--- config.mk ---
export PLATFORM = sky130hd
export DESIGN_NAME = inst_fetch_flat
export DESIGN_NICKNAME = d
export VERILOG_FILES = /design/src/rtl/cpu_pkg.sv /design/src/rtl/inst_fetch_if.sv /design/src/rtl/ifid_reg.sv /design/src/rtl/inst_fetch.sv /design/src/flat_wrapper.sv
export SDC_FILE = /design/constraint.sdc
export NUM_CORES = 1
export LEC_CHECK = 0
export CAP_MARGIN = 20
export CORE_ASPECT_RATIO = 0.6
export CORE_MARGIN = 2
export CORE_UTILIZATION = 40
export DETAILED_ROUTE_END_ITERATION = 16
export PLACE_DENSITY = 0.8
export SYNTH_ARGS = -nofsm -noshare
export SYNTH_HDL_FRONTEND = slang
export SYNTH_HIERARCHICAL = 1
export SYNTH_SLANG_ARGS = --single-unit
--- constraint.sdc ---
create_clock -name clk -period 1.6 [get_ports clk]
set_clock_uncertainty 0.1 [all_clocks]
set_input_delay 0.24 -clock clk [delete_from_list [all_inputs] [get_ports clk]]
set_output_delay 0.24 -clock clk [all_outputs]
set_load 0.02 [all_outputs]
--- src/rtl/cpu_pkg.sv ---
// Shared pipeline constants and types for the fetch stage.
//   PC_W / INST_W   : address and instruction widths
//   NOP_INST        : word loaded into IF/ID for a bubble
//   HALT_INST_DEF   : default halt encoding
//   fetch_state_t   : fetch FSM states
//   align_pc()      : forces a redirect address onto a halfword boundary
package cpu_pkg;

  localparam int unsigned PC_W   = 16;
  localparam int unsigned INST_W = 16;

  localparam logic [INST_W-1:0] NOP_INST      = 16'h0000;
  localparam logic [INST_W-1:0] HALT_INST_DEF = 16'hEFFF;

  typedef enum logic [0:0] {
    FS_RUN    = 1'b0,
    FS_HALTED = 1'b1
  } fetch_state_t;

  function automatic logic [PC_W-1:0] align_pc(input logic [PC_W-1:0] a);
    return {a[PC_W-1:1], 1'b0};
  endfunction

endpackage

--- src/rtl/inst_fetch_if.sv ---
// Instruction memory read bus.
//   rdAddr : read address driven by the fetch stage (master)
//   inst   : instruction word returned combinationally by memory (slave)
interface inst_fetch_if;
  import cpu_pkg::*;

  logic [PC_W-1:0]   rdAddr;
  logic [INST_W-1:0] inst;

  modport master (output rdAddr, input inst);
  modport slave  (input rdAddr, output inst);
endinterface

--- src/rtl/ifid_reg.sv ---
// IF/ID pipeline register.
//   clk, rst  : clock, synchronous active-high reset
//   load      : capture d_inst/d_pc2 and mark valid
//   bubble    : load a NOP with valid=0 (wins over load)
//   neither   : hold contents
//   q_*       : registered instruction, PC+step, valid
module ifid_reg
  import cpu_pkg::*;
(
  input  logic              clk,
  input  logic              rst,
  input  logic              load,
  input  logic              bubble,
  input  logic [INST_W-1:0] d_inst,
  input  logic [PC_W-1:0]   d_pc2,
  output logic [INST_W-1:0] q_inst,
  output logic [PC_W-1:0]   q_pc2,
  output logic              q_valid
);

  always_ff @(posedge clk) begin
    if (rst) begin
      q_inst  <= NOP_INST;
      q_pc2   <= '0;
      q_valid <= 1'b0;
    end else if (bubble) begin
      q_inst  <= NOP_INST;
      q_pc2   <= '0;
      q_valid <= 1'b0;
    end else if (load) begin
      q_inst  <= d_inst;
      q_pc2   <= d_pc2;
      q_valid <= 1'b1;
    end
  end

endmodule

--- src/rtl/inst_fetch.sv ---
// Instruction fetch stage: owns the PC, drives the instruction memory
// address, and fills the IF/ID register. Handles branch redirect, flush,
// stall and halting on HALT_INST.
//   clk, rst       : clock, synchronous active-high reset
//   imem           : instruction memory bus (rdAddr out = pc, inst in)
//   stall          : hold pc, IF/ID and state
//   flush          : bubble IF/ID, pc still advances
//   branch_taken   : redirect pc to branch_target (bit0 forced 0)
//   ifid_inst/pc2/valid : IF/ID register contents
//   halted         : fetch FSM is in HALTED
// Optional macro IFETCH_PERF_CNT_EN adds fetch_cnt / bubble_cnt
// saturating 32-bit counters.
module inst_fetch
  import cpu_pkg::*;
#(
  parameter logic [PC_W-1:0]   RESET_PC  = 16'h0000,
  parameter logic [INST_W-1:0] HALT_INST = HALT_INST_DEF,
  parameter int unsigned       PC_STEP   = 2
) (
  input  logic                clk,
  input  logic                rst,
  inst_fetch_if.master        imem,
  input  logic                stall,
  input  logic                flush,
  input  logic                branch_taken,
  input  logic [PC_W-1:0]     branch_target,
  output logic [INST_W-1:0]   ifid_inst,
  output logic [PC_W-1:0]     ifid_pc2,
  output logic                ifid_valid,
`ifdef IFETCH_PERF_CNT_EN
  output logic [31:0]         fetch_cnt,
  output logic [31:0]         bubble_cnt,
`endif
  output logic                halted
);

  localparam logic [PC_W-1:0] STEP = PC_W'(PC_STEP);

  logic [PC_W-1:0] pc, pc_nxt, pc_inc;
  fetch_state_t    state, state_nxt;
  logic            ifid_ld, ifid_bub;
  logic            unused_bt0;

  assign unused_bt0  = branch_target[0];
  assign pc_inc      = pc + STEP;
  assign imem.rdAddr = pc;
  assign halted      = (state == FS_HALTED);

  // Priority: branch > halted-idle > flush > stall > advance.
  always_comb begin
    pc_nxt    = pc;
    state_nxt = state;
    ifid_ld   = 1'b0;
    ifid_bub  = 1'b0;
    if (branch_taken) begin
      pc_nxt    = align_pc(branch_target);
      state_nxt = FS_RUN;
      ifid_bub  = 1'b1;
    end else if (state == FS_HALTED) begin
      ifid_bub  = 1'b1;
    end else if (flush) begin
      pc_nxt    = pc_inc;
      ifid_bub  = 1'b1;
    end else if (!stall) begin
      ifid_ld   = 1'b1;
      if (imem.inst == HALT_INST) begin
        state_nxt = FS_HALTED;
      end else begin
        pc_nxt    = pc_inc;
      end
    end
  end

  always_ff @(posedge clk) begin
    if (rst) begin
      pc    <= RESET_PC;
      state <= FS_RUN;
    end else begin
      pc    <= pc_nxt;
      state <= state_nxt;
    end
  end

  ifid_reg u_ifid (
    .clk     (clk),
    .rst     (rst),
    .load    (ifid_ld),
    .bubble  (ifid_bub),
    .d_inst  (imem.inst),
    .d_pc2   (pc_inc),
    .q_inst  (ifid_inst),
    .q_pc2   (ifid_pc2),
    .q_valid (ifid_valid)
  );

`ifdef IFETCH_PERF_CNT_EN
  always_ff @(posedge clk) begin
    if (rst) begin
      fetch_cnt  <= '0;
      bubble_cnt <= '0;
    end else begin
      if (ifid_ld && fetch_cnt != '1) begin
        fetch_cnt <= fetch_cnt + 32'd1;
      end
      if (ifid_bub && state == FS_RUN && bubble_cnt != '1) begin
        bubble_cnt <= bubble_cnt + 32'd1;
      end
    end
  end
`endif

endmodule

--- src/flat_wrapper.sv ---
// flat-port wrapper written by rule: the top's interface ports become plain ports
module inst_fetch_flat import cpu_pkg::*;
#(
  parameter logic [PC_W-1:0]   RESET_PC  = 16'h0000,
  parameter logic [INST_W-1:0] HALT_INST = HALT_INST_DEF,
  parameter int unsigned       PC_STEP   = 2
)
  (clk, rst, stall, flush, branch_taken, branch_target, ifid_inst, ifid_pc2, ifid_valid, halted, imem_rdAddr, imem_inst);
  inst_fetch_if imem_i ();
  input  logic clk;
  input  logic rst;
  input  logic stall;
  input  logic flush;
  input  logic branch_taken;
  input  logic [PC_W-1:0] branch_target;
  output logic [INST_W-1:0] ifid_inst;
  output logic [PC_W-1:0] ifid_pc2;
  output logic ifid_valid;
  output logic halted;
  output wire logic [$bits(imem_i.rdAddr)-1:0] imem_rdAddr;
  input wire logic [$bits(imem_i.inst)-1:0] imem_inst;
  assign imem_rdAddr = imem_i.rdAddr;
  assign imem_i.inst = imem_inst;
  inst_fetch #(.RESET_PC(RESET_PC), .HALT_INST(HALT_INST), .PC_STEP(PC_STEP)) u_core (.clk(clk), .rst(rst), .imem(imem_i), .stall(stall), .flush(flush), .branch_taken(branch_taken), .branch_target(branch_target), .ifid_inst(ifid_inst), .ifid_pc2(ifid_pc2), .ifid_valid(ifid_valid), .halted(halted));
endmodule
-- Yosys cells after proc, flatten, opt, wreduce, memory -nomap -nowiden
Cells that the tools add are included.
- multiplexer cells: 16
- $add $sub $neg: 1
- reduce and logical (&&, ||, !) cells: 4
- bitwise operators: 1
- equality and inequality tests: 6
- operator list (cell ; number):
    $mux W16 ; 5
    $add A16 B2 Y16 const B ; 1
    $eq A16 B16 Y1 const B ; 1
    $mux W1 ; 11
    $reduce_and A3 Y1 ; 2
    $ne A2 B2 Y1 const B ; 2
    $reduce_or A2 Y1 ; 2
    $ne A3 B1 Y1 const B ; 1
    $ne A3 B3 Y1 const B ; 1
    $ne A2 B1 Y1 const B ; 1
    $not A1 Y1 ; 1
- word-level logic and storage cells: 34
- register bits after elaboration: 50
- input port bits: 37
- output and inout bits: 50

-- Logic depth before layout (Yosys ltp)
Gate-level depths: netlist (run 1).
- word-level depth: 6
- mapped depth: 8
- mapped depth without buffers: 8

-- Cells and area by module
The synthesis (run 1) kept the hierarchy.
- by module, submodules not included (module ; area each (um^2) ; sequential area each (um^2) ; cells each ; times used):
    ifid_reg ; 1214.9 ; 660.6 ; 108 ; 1
    inst_fetch ; 1191.1 ; 320.3 ; 144 ; 1

-- Worst setup path after synthesis (run 1)
Ideal clock, no wire load.
- path type: register to register
- from: register u_core.pc[1] (netlist: u_core/imem.rdAddr[1])
- to: register u_core.pc[13] (netlist: u_core/imem.rdAddr[13])
- setup slack: -276 ps
- clock period less this slack: 1876 ps
- setup time: 122 ps
- arrival time: 1654 ps
- data required time: 1378 ps
- path buffers: 0
- cell stages (with the launch flop): 7
- cell sequence: dfxtp_1 > ha_1 > nand3_1 > nor4_1 > xor2_1 > nor2b_1 > a221o_1
- cells in the longest elaborated chain, start to end: 6
- ends and longest elaborated chain (element ; RTL line ; source):
    from (decl) ; inst_fetch.sv:39 ; logic [PC_W-1:0] pc, pc_nxt, pc_inc;
    from (signal assigned) ; inst_fetch.sv:79 ; pc <= pc_nxt;
    $add A16 B2 Y16 (*) ; inst_fetch.sv:45 ; assign pc_inc = pc + STEP;
    named net u_core.pc_inc[13] ; inst_fetch.sv:39 ;
    $mux W16 ; inst_fetch.sv:66 ; if (imem.inst == HALT_INST) begin
    $mux W16 ; inst_fetch.sv:64 ; end else if (!stall) begin
    $mux W16 (*) ; inst_fetch.sv:61 ; end else if (flush) begin
    $mux W16 (*) ; inst_fetch.sv:59 ; end else if (state == FS_HALTED) begin
    $mux W16 (*) ; inst_fetch.sv:55 ; if (branch_taken) begin
The timed path passes the listed nets; every way through them passes the cells marked *. The select of a mux whose other input is x is not followed.
A chain may end at the register's enable or synchronous reset.

-- Worst setup path after layout (run 1)
- from: register u_core.pc[5] (netlist: u_core/imem.rdAddr[5])
- to: register u_core.u_ifid.q_pc2[15]
- cells in the longest elaborated chain, start to end: 1
- ends and longest elaborated chain (element ; RTL line ; source):
    $add A16 B2 Y16 ; inst_fetch.sv:45 ;
    named net u_core.pc_inc[15] ; inst_fetch.sv:39 ;
    to (signal assigned) ; ifid_reg.sv:32 ; q_pc2 <= d_pc2;
    to (decl) ; ifid_reg.sv:17 ; output logic [PC_W-1:0] q_pc2,
The timed path passes the listed nets, and every way through them passes these cells.

==> metrics, run 1 <==
via count 2359; largest net degree at the start of global routing 24; Async S/R FF share, synth 0%; Ports 87; required time of the critical path 1710 ps; ys flop type dfxtp_1; Die Area 6670 um2; PwrDens 655 nW/um2; CTS tree built; yosys warns 6; WS Path Type flop to flop; worst setup margin -17.0 ps; row cnt 21; Worst setup EP type flop; CP top delay family simple AND/OR/NAND/NOR gates; vias in the first global route 2499; Remaining Overflow, GRT 0; first-pass GRT wire length 12300 um; Clock Latency Late Sink 310 ps; # setup viols final 3; Post-CTS Hold Fix Bufs 0; Slew @ Worst Pin 497 ps; Worst Path Max Fanout 5; n_diodes 0; synthesized area per cell 9.55 um2; Longest Clk Path Bufs 2; DIE WIDTH 104 um; DRC viols 0; Synth area leader dfxtp_1; R2R Setup Slk -20 ps; area of the core 5700 um2; Nets 423; Area Overhead vs Synth 62.0%; setup tns final -35.2 ps; EDFF count, synth 0; VDD IR max 463 uV; clk slew on worst S/H paths 90 ps; RD Place Congestion 0.833; CP arrival 1720 ps; initial antenna violation count 0; share of the synthesized area in the top cell type 40.8%; Num CTS Buffers 5; H-tree levels 2; Detail Route Antenna Nets 0; Hold Violations, Final 0; kind of start point of the critical path flop; final-layout fill cell count 457; final WL 7760 um; PnR Total Power 2550 uW; f_max 0.618 GHz; Worst slew margin 66.8%; synthesis-stage register bit count 49; Global Route Usage Sum 23.6%; vias per inst 5.06; CP max stage delay 350 ps; Netlist cell types 46; fin crit share 101%; CTS Sinks 49; Lkg Pwr 0.00187 uW; outcome finished with violations; largest cells by area after synthesis dfxtp_1, mux2i_1, nor2_1; first-iteration detailed-routing DRC count 99; drt pass-1 iters 4; synthesized cell area 2410 um2; unrepaired setup endpoints after global routing yes; crit-path cells buf_4, nand2_2, nor2_4, nand4_1, xor2_2, inv_1, mux2i_1, nor2_2; DR WL/cell 16.6 um; Max Cap Viol 0; Root Driver clkbuf_8; minimum clock period 1620 ps; Post-Syn Instances 252; worst path buffer plus inverter count 2; Slowest-stage cell, CP dfxtp_2; initial core utilization 42.2%; hpwl dp 5210 um; IO buf count 84; Hold Crit Class primary input to flop; Slew Limit Fails 0; failing checks negative setup slack; layout cell share with drive strength beyond 1 32.6%; Die H 64.1 um; register area share after synthesis 40.8%
synth_stat cells, types with 2 or more instances:
library cell / number
nand4_1: 5
and3_1: 3
buf_4: 2
a211oi_1: 5
and2_1: 2
nand2_1: 7
inv_1: 17
a22oi_1: 2
and4_1: 2
nor2b_1: 3
nor3_1: 2
xnor2_1: 7
and4b_1: 2
o21a_1: 5
buf_6: 4
xor2_1: 10
nor2_1: 40
o221ai_1: 2
a21oi_1: 6
nand3_1: 7
mux2i_1: 32
clkbuf_1: 6
dfxtp_1: 49
a2111oi_2: 3
o21ai_0: 4
nor4_1: 3
buf_8: 3
final cells by class:
cell class / count / area (um2) / area share, %
clock buffers: 7 / 76.3 / 1.96
flip-flops and latches: 49 / 1010 / 25.8
well taps: 80 / 100 / 2.57
multi-input cells: 173 / 1440 / 36.9
repair buffers: 139 / 1210 / 30.9
clock inverters: 1 / 6.26 / 0.160
inverters: 17 / 66.3 / 1.70
cells by family (layout without fill, tap and decap cells):
group                    after synthesis  after routing  synth area share, %
adder cells (fa/ha/maj)                1              1                0.520
AO/OA/AOI/OAI                         36             37                 12.9
other                                  1              2                0.156
flip-flops                            49             49                 40.8
multiplexers                          32             32                 13.3
XOR/XNOR                              17             17                 6.19
buffers and inverters                 32            164                 7.96
AND/OR/NAND/NOR                       84             84                 18.1
metal layers:
metal | vias up | track usage (%) | part of all wire, %
li1 | 1138 | - | -
met3 | 19 | 8.06 | 8.5
met5 | - | 0 | 0
met4 | 0 | 9.12 | 1.8
met2 | 99 | 40.0 | 46
met1 | 1103 | 28.0 | 43
worst register-to-register path: stages (launching register included):
cell,delay [ps]
dfxtp_2,350
buf_4,150
nand2_2,110
nor2_4,160
nand4_1,180
xor2_2,210
inv_1,60
mux2i_1,160
nor2_2,40
worst paths after layout:
path | start | to | cells after the start
setup / recovery | u_core/imem.rdAddr[5]$_SDFFE_PP0P_ | u_core/u_ifid/q_pc2[15]$_SDFFE_PP0P_ | 8
hold / removal | imem_inst[2] | u_core/u_ifid/q_inst[2]$_SDFFE_PP0P_ | 3
setup reg to reg | u_core/imem.rdAddr[5]$_SDFFE_PP0P_ | u_core/u_ifid/q_pc2[15]$_SDFFE_PP0P_ | 8
hold reg to reg | u_core/u_ifid/q_valid$_SDFFE_PP0P_ | u_core/u_ifid/q_valid$_SDFFE_PP0P_ | 2
what timing repair did:
item,4_1_cts,5_1_grt
cloned,2,0
endpoints found under the setup margin,89,47
pin swaps,15,11
setup buffers,15,2
resized for setup,114,41
cells in the final DEF, fill, tap and decap left out, drive strengths merged, types with 3 or more instances in the layout:
master / synthesis / final
a2111oi: 4 / 4
a211oi: 5 / 5
a21oi: 7 / 8
and3: 3 / 3
buf: 9 / 67
clkbuf: 6 / 9
clkdlybuf4s50: 0 / 15
dfxtp: 49 / 49
dlygate4sd2: 0 / 45
dlymetal6s2s: 0 / 8
inv: 17 / 18
mux2i: 32 / 32
nand2: 7 / 7
nand3: 7 / 7
nand4: 6 / 6
nor2: 41 / 41
nor2b: 3 / 3
nor4: 3 / 3
o21a: 5 / 5
o21ai: 4 / 4
xnor2: 7 / 7
xor2: 10 / 10
state kept, by name, indices dropped and copies added, names as in the netlist:
| name | flops |
|---|---|
| u_core/imem.rdAddr | 15 |
| u_core/u_ifid/q_pc2 | 16 |
| u_core/halted | 1 |
| u_core/u_ifid/q_valid | 1 |
| u_core/u_ifid/q_inst | 16 |
where the power goes:
group	leakage (uW)	internal [uW]	switching (uW)	total [uW]
clock network	0.0000428	311	420	731
registers	0.000403	1250	34.5	1290
logic	0.00142	268	270	537
total	0.00187	1830	724	2550
stage by stage:
step	worst slack [ps]	instances	utilization, %	cell area [um2]	hold WS [ps]
floorplan	-109	253	-	2490	256
global placement	-578	440	62.8	3580	350
detailed placement	-624	440	62.8	3580	357
CTS	-80.7	465	65.9	3750	79.0
global route	-172	466	68.4	3900	97.5
finish	-17.0	466	68.4	3900	82.1
No activity file was read; power rests on OpenSTA's default activity.
==> run 2, diff against run 1 <==
Settings changed: ABC_AREA from default to 1, CAP_MARGIN 20 to default, CORE_UTILIZATION 40 to 42, PLACE_DENSITY 0.8 to 0.81.
==> metrics, run 2 <==
outcome finished, final reports clean; CTS tree built; Die Area 7070 um2 (+6.0%); Synth area leader dfxtp_1; first-pass GRT wire length 11100 um (-10%); commonest non-fill, non-tap cell in the layout nand2_1; Worst setup EP type flop; crit-path cells clkdlybuf4s50_1, nand2_1, nor2_1, nand2_1, nor2_2, nand2_2, nand3_4, clkbuf_16, nand2_1, a21oi_1; Max Cap Viol 0 (unchanged); largest net degree at the start of global routing 27 (+13%); hpwl dp 5100 um (-2.1%); Worst Path Max Fanout 7 (+2); # setup viols final 0 (-3); Critical path origin imem_inst[14]; initial core utilization 43.7% (+1.5 points); Register-to-Register Path Depth 9 (+1); VDD IR max 360 uV (-22%); fin crit share 97.9% (-3.2 points); Num CTS Buffers 5 (unchanged); worst hold slack 177 ps (+94.6 ps); CP arrival 1690 ps (-30 ps); Global Route Usage Sum 19.6% (-4.0 points); WS Path Type primary input to flop; largest cells by area after synthesis dfxtp_1, nand2_1, nor2_1; Post-Syn Instances 425 (+69%); top-count cell post-synth nand2_1; Hold Crit Class primary input to flop; unrepaired setup endpoints after global routing yes; minimum clock period 1570 ps (-51.0 ps); first-iteration detailed-routing DRC count 147 (+48%); drt pass-1 iters 4 (unchanged); Nets 554 (+31%); yosys warns 6 (unchanged); Post-Place Worst Slack -225 ps (+399 ps); Lkg Pwr 0.00203 uW (+8.9%); H-tree levels 2 (unchanged); vias in the first global route 2411 (-3.5%); R2R Setup Slk 60 ps (+80 ps); f_max 0.639 GHz (+3.3%); CP max stage delay 480 ps (+130 ps); IO buf count 84 (unchanged); Netlist cell types 31 (-33%); Clock Latency Late Sink 290 ps (-20 ps); RD Place Congestion 0.855 (+2.6%); worst setup margin 34.0 ps (+51.0 ps); required time of the critical path 1730 ps (+20 ps); PnR Total Power 2640 uW (+3.3%); Slowest-stage cell, CP clkdlybuf4s50_1; ys flop type dfxtp_1; initial antenna violation count 0 (unchanged); Die H 65.9 um (+2.9%); Worst path most repeated cell nand2_1; synthesis-stage register bit count 49 (unchanged); Slew Limit Fails 0 (unchanged); Ports 87 (unchanged); clk slew on worst S/H paths 90 ps (about the same); register area 993 um2 (-1.2%); final WL 6990 um (-9.8%); Longest Clk Path Bufs 2 (unchanged); kind of start point of the critical path primary input; Async S/R FF share, synth 0% (unchanged); area of the core 6140 um2 (+7.7%); Remaining Overflow, GRT 0 (unchanged); most frequent cells in the layout nand2_1, nor2_1, inv_1, dfxtp_1, clkdlybuf4s50_1; DRC viols 0 (unchanged); n_diodes 0 (unchanged); vias per inst 4.50 (-11%); final-layout fill cell count 569 (+25%); via count 2697 (+14%); CP Capture Point u_core/imem.rdAddr[1]$_SDFFE_PP0P_; Synth top cells by count nand2_1, nor2_1, dfxtp_1; Area Overhead vs Synth 43.9%; CTS Sinks 49 (unchanged); PwrDens 683 nW/um2 (+4.2%); register area share after synthesis 36.5% (-4.2 points); synthesized area per cell 6.32 um2 (-34%); Root Driver clkbuf_8; RR Startpoint u_core/imem.rdAddr[2]$_SDFFE_PP0P_; EDFF count, synth 0 (unchanged); synthesized cell area 2690 um2 (+12%); Hold Violations, Final 0 (unchanged); DIE WIDTH 107 um (+3.0%); reg-to-reg endpoint u_core/imem.rdAddr[15]$_SDFFE_PP0P_; layout cell share with drive strength beyond 1 12.0% (-21 points); DR WL/cell 11.7 um (-30%); Detail Route Antenna Nets 0 (unchanged); multi-input combinational cell area 1430 um2 (-0.78%); row cnt 22 (+4.8%); share of the synthesized area in the top cell type 36.5% (-4.2 points)
[run 2: logic make-up (layout without fill, tap and decap cells)]
family | Yosys count | in the layout | synth area share, %
AO/OA/AOI/OAI | 20 | 20 | 4.47
XOR/XNOR | 3 | 3 | 0.979
adder cells (fa/ha/maj) | 1 | 1 | 0.466
buffers and inverters | 67 | 157 | 12.5
flip-flops | 49 | 49 | 36.5
other | 1 | 2 | 0.140
AND/OR/NAND/NOR | 284 | 284 | 44.9
[run 2: how the worst min path moves through the flow]
| stage | endpoint | depth (start not counted) | slack (ps) | startpoint |
|---|---|---|---|---|
| 3_3_place_gp | u_core/u_ifid/q_valid$_SDFFE_PP0P_ | 1 | 340 | u_core/u_ifid/q_valid$_SDFFE_PP0P_ |
| 4_1_cts | u_core/u_ifid/q_valid$_SDFFE_PP0P_ | 1 | 360 | u_core/u_ifid/q_valid$_SDFFE_PP0P_ |
| 5_1_grt | u_core/u_ifid/q_inst[11]$_SDFFE_PP0P_ | 5 | 190 | imem_inst[11] |
| 2_1_floorplan | u_core/u_ifid/q_inst[13]$_SDFFE_PP0P_ | 3 | 290 | rst |
| 3_5_place_dp | u_core/u_ifid/q_valid$_SDFFE_PP0P_ | 1 | 340 | u_core/u_ifid/q_valid$_SDFFE_PP0P_ |
| 6_report | u_core/u_ifid/q_inst[11]$_SDFFE_PP0P_ | 5 | 180 | imem_inst[11] |
[run 2: layout make-up]
cell class,instances,area share [%]
repair buffers,101,27.2
clock inverters,2,0.906
multi-input cells,310,36.9
flip-flops and latches,49,25.7
inverters,49,4.82
clock buffers,5,1.78
well taps,84,2.72
[run 2: power by group]
group	total [uW]	switching [uW]	internal [uW]
clock network	856	401	455
registers	1300	42.1	1250
logic	486	255	231
total	2640	698	1940
[run 2: metrics by stage]
| stage | util (%) | cell area (um2) | TNS (ps) | instances |
|---|---|---|---|---|
| after floorplan | - | 2690 | 0 | 426 |
| after global placement | 59.5 | 3650 | -6770 | 591 |
| after detailed placement | 59.5 | 3650 | -7880 | 591 |
| after CTS | 60.6 | 3720 | 0 | 598 |
| after global routing | 63.0 | 3860 | -73.8 | 600 |
| final | 63.0 | 3860 | 0 | 600 |
[run 2: per-layer routing]
layer / global-route usage, % / part of all wire, % / vias to the layer above
li1: - / - / 1447
met5: 0 / 0 / -
met4: 2.92 / 0.11 / 0
met3: 4.63 / 8.3 / 2
met2: 32.2 / 44 / 82
met1: 26.8 / 48 / 1166
[run 2: worst max-delay path: cells and delay by family]
family	cells	cell delay (ps)
AOI/OAI and AO/OA	1	130
and+or+nand+nor	7	670
buffers and inverters	2	650
[run 2: timing repair]
item / 4_1_cts / 5_1_grt
buffers inserted: 0 / 1
endpoints found under the setup margin: 32 / 39
resized for setup: 31 / 39
gates cloned: 0 / 1
pin swaps: 0 / 5
hold buffers: 0 / 0
==> run 3, diff against run 2 <==
Settings changed: CORE_ASPECT_RATIO 0.6 to 1.5, TNS_END_PERCENT from default to 30.
==> metrics, run 3 (synthesized netlist as in run 2, its figures left out) <==
RD Place Congestion 0.847 (-0.89%); Num CTS Buffers 5 (unchanged); Nets 554 (unchanged); worst hold slack 189 ps (+12.2 ps); row cnt 35 (+59%); via count 2742 (+1.7%); Root Driver clkbuf_8; initial antenna violation count 0 (unchanged); VDD IR max 410 uV (+14%); Flop pwr share 52.4% (+3.3 points); first-iteration detailed-routing DRC count 84 (-43%); Max Cap Viol 0 (unchanged); area of the core 6170 um2 (+0.59%); Final Util 62.7% (-0.25 points); Hold Violations, Final 0 (unchanged); critical path depth 1 (-9); most frequent cells in the layout nand2_1, nor2_1, inv_1, dfxtp_1, clkdlybuf4s50_1; commonest non-fill, non-tap cell in the layout nand2_1; minimum clock period 1560 ps (-7.42 ps); Detail Route Antenna Nets 0 (unchanged); first-pass GRT wire length 10800 um (-2.1%); vias per inst 4.64 (+3.2%); layout cell share with drive strength beyond 1 11.4% (-0.60 points); Sw Share 27.7% (+1.2 points); H-tree levels 2 (unchanged); Lkg Pwr 0.00210 uW (+3.4%); Worst Hold Depth 2 (-3); required time of the critical path 1260 ps (-470 ps); unrepaired setup endpoints after global routing yes; drt pass-1 iters 4 (unchanged); hpwl dp 4930 um (-3.4%); setup tns final 0 ps (unchanged); Inst Count DP 578 (-2.2%); Die H 102 um (+55%); Slew Limit Fails 0 (unchanged); Remaining Overflow, GRT 0 (unchanged); Area Overhead vs Synth 44.2%; vias in the first global route 2526 (+4.8%); cell area after layout 3870 um2 (+0.19%); Worst setup EP type primary output; switching power 685 uW (-1.9%); final WL 6760 um (-3.4%); CP max stage delay 600 ps (+120 ps); worst path buffer plus inverter count 1 (-1); CP top delay family buffers and inverters; Global Route Usage Sum 18.6% (-0.97 points); CTS tree built; fin cells 591 (-1.5%); IO buf count 84 (unchanged); CP arrival 1220 ps (-470 ps); Longest Clk Path Bufs 2 (unchanged); clock share of power 28.3% (-4.2 points); Comb power frac 19.3% (+0.9 points); Clock Latency Late Sink 290 ps (about the same); fin crit share 97.4% (-0.46 points); Ports 87 (unchanged); WS Path Type flop to primary output; crit-path cells clkdlybuf4s50_1; kind of start point of the critical path flop; f_max 0.642 GHz (+0.48%); Hold Crit Class primary input to flop; Die Area 7060 um2 (-0.11%); # setup viols final 0 (unchanged); Area after DPL 3640 um2 (-0.27%); Int Pwr 1790 uW (-7.8%); Worst Path Max Fanout 2 (-5); Slowest-stage cell, CP clkdlybuf4s50_1; CTS Sinks 49 (unchanged); DRC viols 0 (unchanged); outcome finished, final reports clean; Register-to-Register Path Depth 10 (+1); DIE WIDTH 69.3 um (-35%); initial core utilization 43.5% (-0.26 points); DR WL/cell 11.4 um (-1.9%); n_diodes 0 (unchanged); PwrDens 639 nW/um2 (-6.4%); clk slew on worst S/H paths 90 ps (about the same); largest net degree at the start of global routing 27 (unchanged)
-- run 3: cell count changes in the layout (fill, tap and decap cells not counted), moves of 2 or more --
cell	change
dlygate4sd2_1	-6
dlymetal6s2s_1	+5
a21oi_1	+2
a21oi_2	-2
buf_12	+2
buf_4	-2
dfxtp_2	-2
-- run 3: routing by layer --
metal | track usage (%) | vias to the layer above | share of wire (%)
met3 | 3.06 | 12 | 4.5
met2 | 37.0 | 85 | 53
met5 | 0 | - | 0
met1 | 19.0 | 1204 | 40
li1 | - | 1441 | -
met4 | 8.14 | 0 | 1.9
-- run 3: power groups by stage --
| stage | sequential [uW] | combinational (uW) | clock, uW |
|---|---|---|---|
| after floorplan | 1360 | 231 | 0 |
| after global placement | 1320 | 475 | 0 |
| after detailed placement | 1320 | 484 | 0 |
| after CTS | 1290 | 468 | 737 |
| after global routing | 1300 | 530 | 782 |
| final | 1300 | 478 | 700 |
-- run 3: what timing repair did --
item / 4_1_cts / 5_1_grt
gates resized for setup: 25 / 43
gates cloned: 0 / 1
hold buffers: 0 / 0
pin swaps: 0 / 6
buffers inserted: 0 / 4
setup endpoints to repair: 25 / 69
-- run 3: worst paths after layout --
check	startpoint	to	slack [ps]
max	u_core/u_ifid/q_inst[5]$_SDFFE_PP0P_	ifid_inst[5]	40
min	branch_taken	u_core/halted$_SDFF_PP0_	190
max reg2reg	u_core/imem.rdAddr[1]$_SDFFE_PP0P_	u_core/u_ifid/q_pc2[9]$_SDFFE_PP0P_	80
min reg2reg	u_core/u_ifid/q_inst[4]$_SDFFE_PP0P_	u_core/u_ifid/q_inst[4]$_SDFFE_PP0P_	370
-- run 3: stage by stage --
step / total power, uW / worst slack, ps
after floorplan: 1590 / 57.3
after global placement: 1800 / -234
after detailed placement: 1800 / -270
after CTS: 2500 / 1.11
after global routing: 2610 / -56.2
final: 2470 / 41.5
-- run 3: area by class of cell --
type                    count  area, um2
clock buffers               6       72.6
clock inverters             2       10.0
fillers                   578       2300
inverters                  49        189
multi-input cells         310       1420
flip-flops and latches     49        995
well taps                  74       92.6
repair buffers            101       1090
